File: src/rtl/uart_tx_fifo.sv
// uart_tx_fifo: FIFO-buffered UART transmitter.
// Bus writes (i_iocs && i_iorw) are queued in a small FIFO; each entry is
// sent as start, DATA_W data bits LSB first, optional parity, 1..2 stop bits.
// Every bit lasts OVERSAMPLE b_en pulses. o_tx is a registered decode of the
// FSM state, so the line follows a state change by one clk.
// Optional build macro: UART_TX_BREAK_EN enables break generation on i_break.
module uart_tx_fifo #(
  parameter int DATA_W      = 8,
  parameter int OVERSAMPLE  = 16,
  parameter int STOP_BITS   = 1,
  parameter int PARITY_MODE = 0,
  parameter int FIFO_DEPTH  = 4
) (
  input  logic              clk,
  input  logic              rst,
  input  logic              b_en,
  input  logic              i_iocs,
  input  logic              i_iorw,
  input  logic [DATA_W-1:0] i_data,
  input  logic              i_break,
  output logic              o_tx,
  output logic              o_tbr,
  output logic              o_busy,
  output logic              o_ovf
);
  localparam int AW = $clog2(FIFO_DEPTH);
  localparam int SW = (OVERSAMPLE > 1) ? $clog2(OVERSAMPLE) : 1;
  localparam int BW = $clog2(DATA_W);
  localparam logic [AW:0]   FULL_CNT  = (AW+1)'(FIFO_DEPTH);
  localparam logic [SW-1:0] SAMP_LAST = SW'(OVERSAMPLE-1);
  localparam logic [BW-1:0] BIT_LAST  = BW'(DATA_W-1);
  localparam logic          STOP_LAST = (STOP_BITS == 2);
  localparam logic          PAR_ODD   = (PARITY_MODE == 2);

  typedef enum logic [2:0] {IDLE, START, DATA, PARITY, STOP} state_t;

  state_t            state;
  logic [SW-1:0]     samp;
  logic [BW-1:0]     bit_cnt;
  logic              stop_cnt;
  logic [DATA_W-1:0] shift;
  logic              par;
  logic              line;
  logic              brk;
  logic              pop_ok;

  // ---------------- FIFO ----------------
  logic [DATA_W-1:0] mem [FIFO_DEPTH];
  logic [AW:0]       wr_ptr, rd_ptr, count;
  logic [DATA_W-1:0] head;
  logic              wr_req, wr_acc, pop, empty, full, frame_end;

  assign count     = wr_ptr - rd_ptr;
  assign empty     = (count == '0);
  assign full      = (count == FULL_CNT);
  assign o_tbr     = !full;
  assign head      = mem[rd_ptr[AW-1:0]];
  assign wr_req    = i_iocs && i_iorw;
  // last b_en of the last stop bit: a waiting entry goes straight to START
  assign frame_end = (state == STOP) && (samp == SAMP_LAST) && (stop_cnt == STOP_LAST);
  assign pop       = b_en && !empty && pop_ok && ((state == IDLE) || frame_end);
  // a pop in the same cycle frees a slot, so a full FIFO can still accept
  assign wr_acc    = wr_req && (!full || pop);
  assign o_busy    = (state != IDLE) || !empty || brk;

  // storage; no reset needed, validity is tracked by the pointers
  always_ff @(posedge clk) begin
    if (wr_acc) mem[wr_ptr[AW-1:0]] <= i_data;
  end

  // pointer update and dropped-write pulse
  always_ff @(posedge clk or negedge rst) begin
    if (!rst) begin
      wr_ptr <= '0;
      rd_ptr <= '0;
      o_ovf  <= 1'b0;
    end else begin
      if (wr_acc) wr_ptr <= wr_ptr + 1'b1;
      if (pop)    rd_ptr <= rd_ptr + 1'b1;
      o_ovf <= wr_req && !wr_acc;
    end
  end

  // ---------------- frame FSM, advances only on b_en ----------------
  always_ff @(posedge clk or negedge rst) begin
    if (!rst) begin
      state    <= IDLE;
      samp     <= '0;
      bit_cnt  <= '0;
      stop_cnt <= 1'b0;
      shift    <= '0;
      par      <= 1'b0;
    end else if (b_en) begin
      case (state)
        IDLE: begin
          if (pop) begin
            shift <= head;
            par   <= (^head) ^ PAR_ODD;
            samp  <= '0;
            state <= START;
          end
        end
        START: begin
          if (samp == SAMP_LAST) begin
            samp    <= '0;
            bit_cnt <= '0;
            state   <= DATA;
          end else samp <= samp + 1'b1;
        end
        DATA: begin
          if (samp == SAMP_LAST) begin
            samp    <= '0;
            shift   <= shift >> 1;
            bit_cnt <= bit_cnt + 1'b1;
            if (bit_cnt == BIT_LAST) begin
              stop_cnt <= 1'b0;
              state    <= (PARITY_MODE != 0) ? PARITY : STOP;
            end
          end else samp <= samp + 1'b1;
        end
        PARITY: begin
          if (samp == SAMP_LAST) begin
            samp     <= '0;
            stop_cnt <= 1'b0;
            state    <= STOP;
          end else samp <= samp + 1'b1;
        end
        STOP: begin
          if (samp == SAMP_LAST) begin
            samp <= '0;
            if (stop_cnt == STOP_LAST) begin
              if (pop) begin
                shift <= head;
                par   <= (^head) ^ PAR_ODD;
                state <= START;
              end else state <= IDLE;
            end else stop_cnt <= 1'b1;
          end else samp <= samp + 1'b1;
        end
        default: state <= IDLE;
      endcase
    end
  end

  // line level implied by the current state
  always_comb begin
    line = 1'b1;
    case (state)
      START:   line = 1'b0;
      DATA:    line = shift[0];
      PARITY:  line = par;
      default: line = 1'b1;
    endcase
  end

  // registered TX pin; break forces space
  always_ff @(posedge clk or negedge rst) begin
    if (!rst) o_tx <= 1'b1;
    else      o_tx <= brk ? 1'b0 : line;
  end

`ifdef UART_TX_BREAK_EN
  localparam int MARK = STOP_BITS * OVERSAMPLE;
  localparam int MW   = $clog2(MARK);
  localparam logic [MW-1:0] MARK_LAST = MW'(MARK-1);

  logic          guard;
  logic [MW-1:0] mark_cnt;

  assign brk    = i_break;
  assign pop_ok = !i_break && !guard;

  // after break, hold off pops until a full stop period of idle mark has passed
  always_ff @(posedge clk or negedge rst) begin
    if (!rst) begin
      guard    <= 1'b0;
      mark_cnt <= '0;
    end else if (i_break) begin
      guard    <= 1'b1;
      mark_cnt <= '0;
    end else if (guard && b_en && (state == IDLE)) begin
      if (mark_cnt == MARK_LAST) guard <= 1'b0;
      else                       mark_cnt <= mark_cnt + 1'b1;
    end
  end
`else
  logic unused_brk;
  assign unused_brk = i_break;
  assign brk        = 1'b0;
  assign pop_ok     = 1'b1;
`endif

endmodule

File: config.mk
export PLATFORM = sky130hd
export DESIGN_NAME = uart_tx_fifo
export DESIGN_NICKNAME = d
export VERILOG_FILES = /design/src/rtl/uart_tx_fifo.sv
export SDC_FILE = /design/constraint.sdc
export NUM_CORES = 1
export LEC_CHECK = 0
export ABC_CLOCK_PERIOD_IN_PS = 6100
export CAP_MARGIN = 40
export CELL_PAD_IN_SITES_DETAIL_PLACEMENT = 0
export CELL_PAD_IN_SITES_GLOBAL_PLACEMENT = 1
export CORE_MARGIN = 2
export CORE_UTILIZATION = 52
export CTS_CLUSTER_SIZE = 10
export DETAILED_ROUTE_END_ITERATION = 8
export PLACE_DENSITY_LB_ADDON = 0.1
export RECOVER_POWER = 50
export SYNTH_ARGS = -nofsm -noshare
export SYNTH_HDL_FRONTEND = slang
export SYNTH_SLANG_ARGS = --single-unit
File: constraint.sdc
create_clock -name clk -period 6.1 [get_ports clk]
set_input_delay 1.22 -clock clk [delete_from_list [all_inputs] [get_ports clk]]
set_output_delay 1.22 -clock clk [all_outputs]
set_load 0.1 [all_outputs]
==> metrics.md, run 1 <==
| Metric | Value |
|---|---|
| Status | finished, final reports clean |
| Postcts setup bufs | 0 |
| Cells after Synth | 204 |
| #FFs+latches synth | 59 |
| Met2 GRT Util | 29.31% |
| CTS Hold Bufs | 0 |
| CP required | 4880 ps |
| Ys flop type | edfxtp_1 |
| IO Pins | 18 |
| Tot GR Track Use | 19.47% |
| Slew Viols, Final | 0 |
| Clk root buf | clkbuf_8 |
| RePlAce Congestion | 0.7518 |
| Worst Path Arrival | 2860 ps |
| Cts repair resizes | 0 |
| Clk_lat worst skew | 320 ps |
| Vias in the first global route | 1775 |
| Kind of end point of the critical path | output port |
| Drt first pass iters | 4 |
| # DRC | 0 |
| Grt ovf | 0 |
| Multi-input logic area | 0.001116 mm² |
| # clock sinks | 59 |
| Max_cap viols | 0 |
| Avg Vias per Cell | 5.624 |
| CTS buffer count | 9 |
| Worst vdd ir | 0.3252 mV |
| DRT antenna net count | 0 |
| Reg clk slew, reported paths | 70 ps |
| Syn Std Cell Area | 0.002816 mm² |
| Number of enable flip-flop cells after synthesis | 32 |
| Sequential element share of the synthesized area | 58.15% |
| Tmin final | 4079 ps |
| Startpoint types | flop |
| Post-synth ARST share | 45.76% |
| Worst-path fanout max | 11 |
| Number of fill cells | 403 |
| Final TNS setup | 0 ps |
| Slowest stage cell, crit path | dfrtp_1 |
| DIE AREA | 0.006021 mm² |
| CP delay by family, top | flip-flops |
| Worst path max stage delay | 790 ps |
| YS warnings | 0 |
| CP bufs+invs | 2 |
| Clock Tree Buf Depth | 2 |
| Vias | 1704 |
| Ratio of cells with drive above 1 in the final layout | 20.60% |
| First-pass GRT wire length | 8.818 mm |
| CP Cell Sequence | ha_1 -> nor2b_1 -> xnor2_1 -> nor3_1 -> nand2_1 -> clkdlybuf4s50_1 -> buf_8 |
| Met3 usage | 5.581% |
| Core ar. | 0.005172 mm² |
| Initial antenna violation count | 0 |
| CTS H-tree depth | 3 |
| Diode count | 0 |
| Reg area | 0.001638 mm² |
| Die width | 77.60 µm |
| I/O Buffers | 16 |
| Utilization after layout | 63.50% |
| Layout area overhead | 16.61% |
| Final #Nets | 252 |
| P_sw | 0.6186 mW |
| Power consumption | 1.650 mW |
| Syn_nets | 228 |
| Clock Power Share | 20.4% |
| Dpl hpwl | 3.518 mm |
| F_max | 245.2 MHz |
| RSZ-0062 raised after global routing | false |
| Final setup fails | 0 |
| Die H | 77.60 µm |
| R2r setup slk | 3270 ps |
| Slew @ Worst Pin | 1459 ps |
| Avg Cell Area, Syn | 13.81 µm² |
| Pleak | 1.252 nW |
| Drt initial violations | 81 |
| DR WL/cell | 16.84 µm |
| Final instance area | 0.003284 mm² |
| Placed cell area | 0.003095 mm² |
| Slew margin rel. | 2.750% |
| Hold WC Path Type | reg -> reg |
| Met1 usage | 27.19% |
| WS Path Type | reg -> out |
| Combinational share of power | 41.1% |
| Switching Fraction | 37.48% |
| PD cells | 502.5 mW/mm² |
| Power Internal | 1.032 mW |
| Sequential Power Share | 38.5% |
| Clock skew | 5.287 ps |
| # rows | 26 |
| Layer with the highest usage | met2 |
| CTS tree | yes |
| Fin. Hold Viols | 0 |
| Library cells used by synthesis | 41 |
| Starting Density | 54.45% |
| Total Wirelength | 5.102 mm |
| Crit share post-route | 66.87% |
| Largest net degree at the start of global routing | 28 |
-- final timing paths --
check,startpoint,endpoint,depth (start not counted)
max in group asynchronous,rst,shift[7],2
hold / removal,shift[2],shift[2],1
min in group asynchronous,rst,bit_cnt[1],2
setup / recovery,rd_ptr[0],o_busy,7
hold reg to reg,shift[2],shift[2],1
setup reg to reg,rd_ptr[0],mem[1][4],5
-- state kept, by name, indices dropped and copies added (netlist names), 3 cells and up --
signal and cells:
shift 8, state 3, bit_cnt 3, rd_ptr 3, samp 4, wr_ptr 3, mem 32
-- worst reg2reg max path, cell delays in order, from the launching register on --
cell and delay [ps]:
dfrtp_1 790, ha_1 260, nor2b_1 220, xnor2_1 170, a41oi_1 510, and2_1 510
-- placed cells by master, fill, tap and decap left out, types with 3 or more instances in the layout --
| master | count |
|---|---|
| a31oi_1 | 4 |
| nor2_1 | 6 |
| ha_1 | 10 |
| clkbuf_8 | 9 |
| and2_1 | 6 |
| dlygate4sd3_1 | 10 |
| mux2i_1 | 3 |
| nor2b_1 | 6 |
| dfrtp_1 | 26 |
| nand3_1 | 3 |
| and3_1 | 3 |
| edfxtp_1 | 32 |
| o21ai_0 | 10 |
| mux2_2 | 12 |
| xnor2_1 | 11 |
| buf_8 | 4 |
| clkdlybuf4s50_1 | 6 |
| mux4_2 | 8 |
| inv_1 | 7 |
| xor2_1 | 3 |
| a21oi_1 | 5 |
| nand2_1 | 15 |
-- metrics by stage --
step,setup WS (ps),std cells,hold slack [ps]
2_1_floorplan,2935,204,466.2
3_3_place_gp,2032,283,480.9
3_5_place_dp,2294,287,501.1
4_1_cts,1940,303,516.8
5_1_grt,1763,303,543.7
6_report,2021,303,517.2
-- power groups by stage --
stage,clock network (mW),logic (mW),registers (mW)
after floorplan,0,0.543,0.605
after global placement,0,0.623,0.631
after detailed placement,0,0.681,0.644
after CTS,0.346,0.687,0.637
after global routing,0.366,0.748,0.657
final,0.337,0.677,0.636
-- cell usage after synthesis, types with 2 or more instances --
master / instances / area [µm²]
a21o_1: 2 / 15.01
mux2_2: 12 / 135.1
o21ai_0: 10 / 50.05
a31oi_1: 4 / 25.02
and3_1: 3 / 18.77
xor2_1: 3 / 26.28
mux4_2: 8 / 180.2
dfrtp_1: 26 / 650.6
buf_2: 2 / 10.01
and2_1: 6 / 37.54
nand3_1: 3 / 15.01
a221oi_1: 2 / 17.52
edfxtp_1: 32 / 960.9
a41oi_1: 2 / 17.52
nor2_1: 6 / 22.52
nor2b_1: 6 / 37.54
a21oi_1: 5 / 25.02
a32o_1: 2 / 20.02
inv_1: 7 / 26.28
xnor2_1: 11 / 96.34
nand2_1: 15 / 56.30
clkbuf_1: 4 / 15.01
o22ai_1: 2 / 12.51
ha_1: 10 / 125.1
nor3b_2: 2 / 25.02
a211oi_1: 2 / 15.01
mux2i_1: 3 / 30.03
-- metal layers --
metal,wire (µm),up-vias
met3,195,9
met2,2527,35
li1,-,813
met4,61,0
met5,0,-
met1,2318,847
-- cells by family after synthesis --
| group | after synthesis | share of synthesized area [%] |
|---|---|---|
| buffers and inverters | 15 | 2.221 |
| multiplexers | 23 | 12.26 |
| adder cells (fa/ha/maj) | 10 | 4.442 |
| AO/OA/AOI/OAI | 38 | 9.773 |
| flip-flops | 59 | 58.15 |
| AND/OR/NAND/NOR | 44 | 8.218 |
| XOR/XNOR | 15 | 4.931 |
-- cell type report --
class,count,share of cell area [%]
clock buffers,9,3.771
well taps,70,2.667
repair buffers,21,6.819
flip-flops and latches,59,49.87
multi-input cells,130,33.98
inverters,7,0.8000
clock inverters,7,2.095
Note: power is estimated with default switching activity, not from simulation.
==> run 2, diff against run 1 <==
Settings changed: ABC_CLOCK_PERIOD_IN_PS 6100 to 3870, CORE_UTILIZATION 52 to 49.
Clock period 6.1 ns to 3.87 ns, I/O delays scaled along.
==> metrics.md, run 2 (synthesis gave the netlist of run 1 again) <==
| Metric | Value |
|---|---|
| CTS H-tree depth | 3 (unchanged) |
| Drt initial violations | 81 (unchanged) |
| CP bufs+invs | 2 (unchanged) |
| Startpoint types | primary input (was flop) |
| Reg clk slew, reported paths | 60 ps (was 70 ps) |
| Tot GR Track Use | 18.41% (was 19.47%) |
| RePlAce Congestion | 0.7594 (was 0.7518) |
| Slew margin rel. | 1.896% (was 2.750%) |
| F_max | 313.1 MHz |
| Die width | 79.82 µm (was 77.60 µm) |
| Tmin final | 3194 ps |
| Final instance area | 0.003256 mm² (was 0.003284 mm²) |
| CTS tree | yes (unchanged) |
| Worst Setup SP | b_en (was rd_ptr[0]) |
| Final TNS setup | 0 ps (unchanged) |
| Drt first pass iters | 4 (unchanged) |
| CP required | 3830 ps (was 4880 ps) |
| First-pass GRT wire length | 8.687 mm (was 8.818 mm) |
| Grt ovf | 0 (unchanged) |
| Worst path depth | 6 (was 7) |
| Final #Nets | 252 (unchanged) |
| WS Path Type | in -> reg (was reg -> out) |
| Placed cells | 289 (was 287) |
| Core ar. | 0.005540 mm² (was 0.005172 mm²) |
| Diode count | 0 (unchanged) |
| Clock skew | 6.426 ps (was 5.287 ps) |
| Total Wirelength | 5.046 mm (was 5.102 mm) |
| # rows | 27 (was 26) |
| Hold_sp | bit_cnt[1] (was shift[2]) |
| Utilization after layout | 58.76% (was 63.50%) |
| Number of fill cells | 464 (was 403) |
| Cts repair resizes | 0 (unchanged) |
| Worst vdd ir | 0.5053 mV (was 0.3252 mV) |
| Vias | 1716 (was 1704) |
| Placed cell area | 0.003078 mm² (was 0.003095 mm²) |
| Dpl hpwl | 3.559 mm (was 3.518 mm) |
| CP delay by family, top | simple AND/OR/NAND/NOR gates (was flip-flops) |
| Ratio of cells with drive above 1 in the final layout | 20.60% (unchanged) |
| Vias in the first global route | 1753 (was 1775) |
| Initial antenna violation count | 0 (unchanged) |
| Largest net degree at the start of global routing | 28 (unchanged) |
| CP Cell Sequence | clkdlybuf4s50_1 -> clkbuf_1 -> nor3b_2 -> o21ai_1 -> a41oi_1 -> and2_1 (was ha_1 -> nor2b_1 -> xnor2_1 -> nor3_1 -> nand2_1 -> clkdlybuf4s50_1 -> buf_8) |
| DRT antenna net count | 0 (unchanged) |
| Critical path destination | mem[3][2] (was o_busy) |
| Largest register FFs | 32 (unchanged) |
| Postcts setup bufs | 0 (unchanged) |
| Reg area | 0.001638 mm² (unchanged) |
| Power consumption | 2.561 mW (was 1.650 mW) |
| CTS Hold Bufs | 0 (unchanged) |
| Worst-path fanout max | 14 (was 11) |
| Final WS setup | 676.2 ps (was 2021 ps) |
| # DRC | 0 (unchanged) |
| Clock Tree Buf Depth | 2 (unchanged) |
| Hold WC Path Type | reg -> reg (unchanged) |
| R2R depth | 6 (was 5) |
| Slew Viols, Final | 0 (unchanged) |
| Layout Cells excl Fill | 305 (was 303) |
| Worst path max stage delay | 540 ps (was 790 ps) |
| Critical R2R Capture | mem[3][2] (was mem[1][4]) |
| Place WS | 606.3 ps (was 2294 ps) |
| I/O Buffers | 16 (unchanged) |
| Most common cell after layout, fill and taps aside | edfxtp_1 (unchanged) |
| CTS buffer count | 9 (unchanged) |
| Tightest hold margin | 511.0 ps (was 517.2 ps) |
| Clk root buf | clkbuf_8 (unchanged) |
| # clock sinks | 59 (unchanged) |
| Layout area overhead | 15.59% (was 16.61%) |
| IO Pins | 18 (unchanged) |
| Multi-input logic area | 0.001116 mm² (unchanged) |
| RSZ-0062 raised after global routing | false (unchanged) |
| Status | finished, final reports clean (unchanged) |
| DIE AREA | 0.006370 mm² (was 0.006021 mm²) |
| Die H | 79.82 µm (was 77.60 µm) |
| Clk_lat worst skew | 320 ps (about the same) |
| Pleak | 1.243 nW (was 1.252 nW) |
| PD cells | 786.6 mW/mm² (was 502.5 mW/mm²) |
| Most frequent cells in the layout | edfxtp_1, dfrtp_1, nand2_1 (unchanged) |
| Slowest stage cell, crit path | and2_1 (was dfrtp_1) |
| Worst Path Arrival | 3150 ps (was 2860 ps) |
| Crit share post-route | 82.53% |
| Max_cap viols | 0 (unchanged) |
| R2r setup slk | 1160 ps (was 3270 ps) |
| Kind of end point of the critical path | flop (was output port) |
| Final setup fails | 0 (unchanged) |
| Fin. Hold Viols | 0 (unchanged) |
| FF-to-FF Start | rd_ptr[1] (was rd_ptr[0]) |
| Avg Vias per Cell | 5.626 (was 5.624) |
| Slew @ Worst Pin | 1472 ps (was 1459 ps) |
| Starting Density | 50.84% (was 54.45%) |
| DR WL/cell | 16.54 µm (was 16.84 µm) |
run 2: cell count changes in the layout (fill, tap and decap cells not counted):
cell	delta
clkinvlp_4	-1
clkbuf_1	+2
dlygate4sd3_1	-1
buf_8	-2
clkinv_2	+1
clkdlybuf4s50_1	-1
buf_4	+3
clkinv_4	-1
run 2: worst min-delay path by stage:
stage	end	slack, ps	depth (start not counted)
floorplan	bit_cnt[1]	470	2
global placement	bit_cnt[1]	480	2
detailed placement	shift[2]	500	1
CTS	shift[2]	510	1
global route	shift[6]	530	1
finish	bit_cnt[1]	510	2
run 2: layout make-up:
type / count / share of cell area (%)
Multi-Input combinational cell: 130 / 34.28
Sequential cell: 59 / 50.31
Clock inverter: 6 / 1.768
Timing Repair Buffer: 21 / 6.149
Inverter: 7 / 0.8071
Clock buffer: 10 / 3.920
Tap cell: 72 / 2.767
run 2: metal layers:
| layer | share of wire (%) | track usage, % | vias up |
|---|---|---|---|
| li1 | - | - | 809 |
| met1 | 46 | 25.83 | 868 |
| met2 | 50 | 27.56 | 35 |
| met3 | 3.5 | 5.090 | 4 |
| met4 | 0.54 | 6.610 | 0 |
| met5 | 0 | 0 | - |
run 2: report_power, final:
group,switching (mW),internal [mW]
sequential,0.137,0.827
clock,0.228,0.293
combinational,0.591,0.485
total,0.956,1.60
run 2: worst min-delay path, stage by stage, from the launching register on:
cell and delay (ps):
dfrtp_1 360, nand2_1 50, o21ai_0 60
==> edit 1 (settings of run 2) <==
The 5 states of `state_t` get a one-hot encoding in 5 bits.
--- a/src/rtl/uart_tx_fifo.sv
+++ b/src/rtl/uart_tx_fifo.sv
@@ -32,7 +32,7 @@
   localparam logic          STOP_LAST = (STOP_BITS == 2);
   localparam logic          PAR_ODD   = (PARITY_MODE == 2);
 
-  typedef enum logic [2:0] {IDLE, START, DATA, PARITY, STOP} state_t;
+  typedef enum logic [4:0] {IDLE = 5'b00001, START = 5'b00010, DATA = 5'b00100, PARITY = 5'b01000, STOP = 5'b10000} state_t;
 
   state_t            state;
   logic [SW-1:0]     samp;
Function: same outputs for any inputs over 10 cycles, from zero or initial values and one cycle with rst low; not proved beyond that.
==> edit 1 against run 2 <==
Core utilization rose by 0.20 points; global-route usage fell by 0.87 points; sequential power grew 4%; final cell count fell by 6.6%; worst setup slack better by 96 ps; synthesized cell count decreased by 9.8%; design area up 0.35%; non-clock buffer count down 2; routed wire length fell by 6.2%; sequential cell count did not move; clock skew fell by 1.0 ps; power grew 1.4%; sequential share of layout area is 0.14 points lower; largest cell class unchanged; area after synthesis rose by 0.71%.
==> edit 1: results (changes against run 2) <==
GRT
  • First-pass GRT wire length: 8170 um (-6.0%)
  • Overall global routing resource usage: 17.5% (-0.87 points)
  • Vias in the first global route: 1717 (-2.1%)
  • Largest net degree at the start of global routing: 28 (unchanged)
  • Antenna violations before repair: 0 (unchanged)

Route
  • TritonRoute pass-1 iters: 4 (unchanged)
  • Via count: 1563 (-8.9%)
  • Iter 0 DRT Violations: 107 (+32%)
  • Avg Vias per Cell: 5.48 (-2.5%)
  • Routed WL: 4730 um (-6.2%)
  • Routed Antenna Nets: 0 (unchanged)

Yosys
  • Number of enable flip-flop cells after synthesis: 32 (unchanged)
  • Synth cell count leaders: edfxtp_1, dfrtp_1, nand2_1
  • Top cells by area, synth: edfxtp_1, dfrtp_1, mux4_1
  • Async set-reset flop share out of synthesis: 45.8% (unchanged)
  • Post-Synthesis Cells: 184 (-9.8%)
  • Unique masters post-synth: 50 (+22%)
  • Syn nets: 208 (-8.8%)
  • Register area share after synthesis: 57.8% (-0.37 points)
  • Yosys warning total: 0 (unchanged)

Critical path
  • WP data arrival: 2320 ps (-830 ps)
  • Crit-path slowest cell: dfrtp_1
  • Crit path max-delay family: flip-flops
  • Slowest stage delay, CP: 610 ps (+70 ps)
  • Worst-path fanout max: 10 (-4)

STA
  • Slew headroom: 1.93% (+0.034 points)
  • Skew final: 5.41 ps (-1.02 ps)

Clock tree
  • Resize count post-CTS: 0 (unchanged)
  • Root Buffer: clkbuf_8
  • Clock-pin slew on the worst setup and hold paths: ~70 ps
  • CTS Buf Count: 9 (unchanged)
  • Clk Latency, worst-skew pair: 340 ps (+20 ps)
  • Number of H-tree levels: 3 (unchanged)
  • Max Buffers Root-to-Sink: 2 (unchanged)
  • Postcts setup bufs: 0 (unchanged)

Placement
  • HPWL after DPL: 3250 um (-8.7%)
  • DP Cell Count: 269 (-6.9%)
  • Routability Congestion: 0.800 (+5.3%)
  • Placement Setup Slack: 858 ps (+252 ps)
  • IO buf count: 16 (unchanged)

Final layout
  • Nets: 232 (-7.9%)
  • Max reg flops: 32 (unchanged)
  • Share of layout cells above drive strength 1: 24.4% (+3.8 points)
  • Diodes inserted: 0 (unchanged)
  • Fillers: 447 (-3.7%)

Run status
  • Outcome: finished clean

Power and ir drop
  • Pleak: 1.30 nW (+4.7%)
  • Max VDD drop: 683 uV (+35%)

Worst hold path
  • Worst min-delay path category: reg -> reg
## edit 1: final timing paths
kind	end	start	depth (start not counted)	slack, ps
max in group asynchronous	state[4]	rst	2	1700
min in group asynchronous	samp[3]	rst	2	1310
worst max-delay path	o_busy	rd_ptr[1]	7	770
worst max register to register	shift[4]	rd_ptr[1]	7	1460
worst min register to register	shift[7]	shift[7]	1	480
worst min-delay path	shift[7]	shift[7]	1	480
## edit 1: metrics by stage
| step | hold WS (ps) | power (mW) | cell area (um^2) |
|---|---|---|---|
| floorplan | 442 | 1.83 | 2840 |
| global placement | 467 | 2.00 | 3050 |
| detailed placement | 466 | 2.06 | 3080 |
| CTS | 488 | 2.64 | 3290 |
| global route | 516 | 2.77 | 3270 |
| finish | 484 | 2.60 | 3270 |
## edit 1: final cells by class
cell class / count / area (um^2) / area share (%)
sequential: 59 / 1640 / 50.2
multi-input combinational: 114 / 1120 / 34.4
timing repair buffer: 19 / 189 / 5.78
clock buffer: 9 / 124 / 3.79
tap: 72 / 90.1 / 2.76
clock inverter: 7 / 81.3 / 2.49
inverter: 5 / 18.8 / 0.574
## edit 1: kinds of logic after synthesis
family,count (synthesis),share of synthesized area [%]
DFF,59,57.8
muxes,26,15.2
adders and majority gates,10,4.41
and+or+nand+nor,42,9.40
AOI/OAI and AO/OA,28,8.20
xor gates and xnor gates,8,3.00
buffers and inverters,11,2.03
## edit 1: routing by layer
| metal | up-vias | share of wire (%) | global-route usage (%) |
|---|---|---|---|
| met2 | 36 | 48 | 27.6 |
| met1 | 779 | 45 | 22.3 |
| li1 | 740 | - | - |
| met5 | - | 0 | 0 |
| met3 | 8 | 4.5 | 6.52 |
| met4 | 0 | 1.8 | 6.27 |
## edit 1: power by group
| group | internal (mW) | switching (mW) |
|---|---|---|
| clock network | 0.308 | 0.275 |
| logic | 0.476 | 0.538 |
| registers | 0.829 | 0.171 |
==> edit 2 (config.mk and constraints of run 2) <==
Made on the original files. Build with the macro `UART_TX_BREAK_EN` defined.
--- a/src/rtl/uart_tx_fifo.sv
+++ b/src/rtl/uart_tx_fifo.sv
@@ -4,6 +4,8 @@
 // Every bit lasts OVERSAMPLE b_en pulses. o_tx is a registered decode of the
 // FSM state, so the line follows a state change by one clk.
 // Optional build macro: UART_TX_BREAK_EN enables break generation on i_break.
+`define UART_TX_BREAK_EN
+
 module uart_tx_fifo #(
   parameter int DATA_W      = 8,
   parameter int OVERSAMPLE  = 16,
Function: changed (Yosys sat finds a counterexample within 4 cycles, from zero or initial values and one cycle with rst low).
==> edit 2 against run 2 <==
The run now ends with capacitance limit, slew limit left; design area up 8.7%; routed wire length rose by 9.1%; synthesized cell count grew 17%; worst setup slack better by 20 ps; area after synthesis rose by 9.0%; critical path depth stayed put; fmax grew 0.64%; first-iteration DRC count fell by 3.7%; sequential cell count rose by 5; critical path type is now reg -> out; critical endpoint is now o_busy.
Power is not compared: it rests on default switching activity, and its combinational part moved more than twofold at a synthesized area within 25%.
==> edit 2: results (changes against run 2) <==
Critical path
  • WP data arrival: 2400 ps (-750 ps)
  • Slowest stage delay, CP: 590 ps (+50 ps)
  • Worst-path fanout max: 11 (-3)
  • Crit-path slowest cell: dfrtp_1
  • Worst R2R Path Depth: 5 (-1)

Worst hold path
  • Hold path depth: 2 (unchanged)

Placement
  • HPWL after DPL: 3780 um (+6.1%)
  • Routability Congestion: 0.761 (+0.20%)
  • Post-DP Area: 0.00331 mm^2 (+7.7%)
  • IO buf count: 17 (+1)
  • Placement Setup Slack: 726 ps (+120 ps)

Clock tree
  • Clock-pin slew on the worst setup and hold paths: 70 ps
  • Clk Latency, worst-skew pair: 350 ps (+30 ps)
  • Resize count post-CTS: 0 (unchanged)

Power and ir drop
  • Max VDD drop: 300 uV
  • Pleak: 1.35 nW

GRT
  • Largest net degree at the start of global routing: 33 (+18%)
  • Overall global routing resource usage: 17.3% (-1.1 points)
  • Vias in the first global route: 1818 (+3.7%)
  • First-pass GRT wire length: 9380 um (+7.9%)
  • Grt total ovfl: 0 (unchanged)

Yosys
  • Synth cell count leaders: edfxtp_1, dfrtp_1, nand2_1
  • Compound-Gate Fraction of Synth Area: 11.8% (+2.0 points)
  • Register area share after synthesis: 57.4% (-0.71 points)
  • Unique masters post-synth: 46 (+12%)
  • Fraction of the mapped netlist area in adder cells: 4.48% (+0.042 points)
  • Yosys warning total: 0 (unchanged)
  • XOR/XNOR Fraction of Synth Area: 5.14% (+0.21 points)
  • Async set-reset flop share out of synthesis: 50.0% (+4.2 points)
  • Syn nets: 264 (+16%)
  • Top cells by area, synth: edfxtp_1, dfrtp_1, mux4_2
  • Post-synthesis mux area share: 6.93% (-5.3 points)

Final layout
  • Fillers: 500 (+7.8%)
  • Share of layout cells above drive strength 1: 14.3% (-6.3 points)
  • Diodes inserted: 0 (unchanged)
  • Nets: 286 (+13%)
  • Max reg flops: 32 (unchanged)

STA
  • Slew headroom: -20.9% (-23 points)
  • Skew final: 9.62 ps (+3.20 ps)
  • Slew Viols, Final: 33 (+33)

Route
  • Avg Vias per Cell: 5.67 (+0.75%)
  • WL per Instance: 16.1 um (-2.4%)
  • Iter 0 DRT Violations: 78 (-3.7%)

Flow run
  • Max Cap Violations: 1 (+1)

Run status
  • Outcome: finished with violations
  • Failing checks: capacitance limit, slew limit
==> edit 2: cell count changes after synthesis, moves of 4 or more <==
| cell | run 2 | this run |
|---|---|---|
| dfrtp_1 | 26 | 31 |
| nor2_1 | 6 | 12 |
| nor2b_1 | 6 | 2 |
| nand4_1 | 0 | 6 |
| o22ai_1 | 2 | 9 |
| a2bb2oi_1 | 0 | 7 |
| nor3_1 | 1 | 5 |
| mux2_2 | 12 | 2 |
| nand2_1 | 15 | 21 |
==> edit 2: per-stage QoR <==
stage	std cells	total power [mW]	utilization, %	hold WS, ps
final	341	2.06	59.1	485
after global routing	341	2.18	59.1	506
after CTS	341	2.09	59.1	487
after detailed placement	325	1.43	55.3	472
after global placement	323	1.41	54.8	465
after floorplan	239	1.29	-	450
==> edit 2: worst paths after layout <==
kind | start | endpoint | slack [ps]
setup / recovery | rd_ptr[1] | o_busy | 700
hold / removal | par | par | 490
setup reg to reg | state[0] | mem[1][7] | 1320
hold reg to reg | par | par | 490
max in group asynchronous | rst | rd_ptr[1] | 1370
min in group asynchronous | rst | samp[3] | 1450
==> edit 2: layout make-up <==
class | instances | area, um^2 | share of cell area (%)
Sequential cell | 64 | 1760 | 49.8
Multi-Input combinational cell | 156 | 1210 | 34.2
Tap cell | 75 | 93.8 | 2.65
Timing Repair Buffer | 22 | 214 | 6.04
Inverter | 8 | 30.0 | 0.848
Clock inverter | 7 | 105 | 2.97
Clock buffer | 9 | 124 | 3.50
==> edit 2: kinds of logic (layout without fill, tap and decap cells) <==
group | count (synthesis) | count (layout)
AOI/OAI and AO/OA | 50 | 50
xor gates and xnor gates | 18 | 18
adders and majority gates | 11 | 11
buffers and inverters | 19 | 46
DFF | 64 | 64
muxes | 11 | 11
and+or+nand+nor | 66 | 66
==> edit 2: worst max-delay path: cells and delay by family, from the launching register on <==
| kind | cells | cell delay (ps) |
|---|---|---|
| flops | 1 | 590 |
| xor+xnor | 1 | 180 |
| simple gates | 2 | 760 |
| fa+ha+maj | 1 | 190 |
| buf+inv | 2 | 340 |
==> edit 2: routing by layer <==
metal	vias to the layer above	global-route usage, %	wire length [um]
met5	-	0	0
met4	0	8.05	96
met3	6	4.17	216
met2	43	23.8	2450
met1	947	26.0	2740
li1	937	-	-
==> edit 2: power by group <==
group          switching (mW)  leakage (nW)  internal [mW]  total [mW]
registers              0.0920         0.681          0.850       0.942
clock network           0.284         0.112          0.370       0.654
logic                   0.267         0.553          0.202       0.469
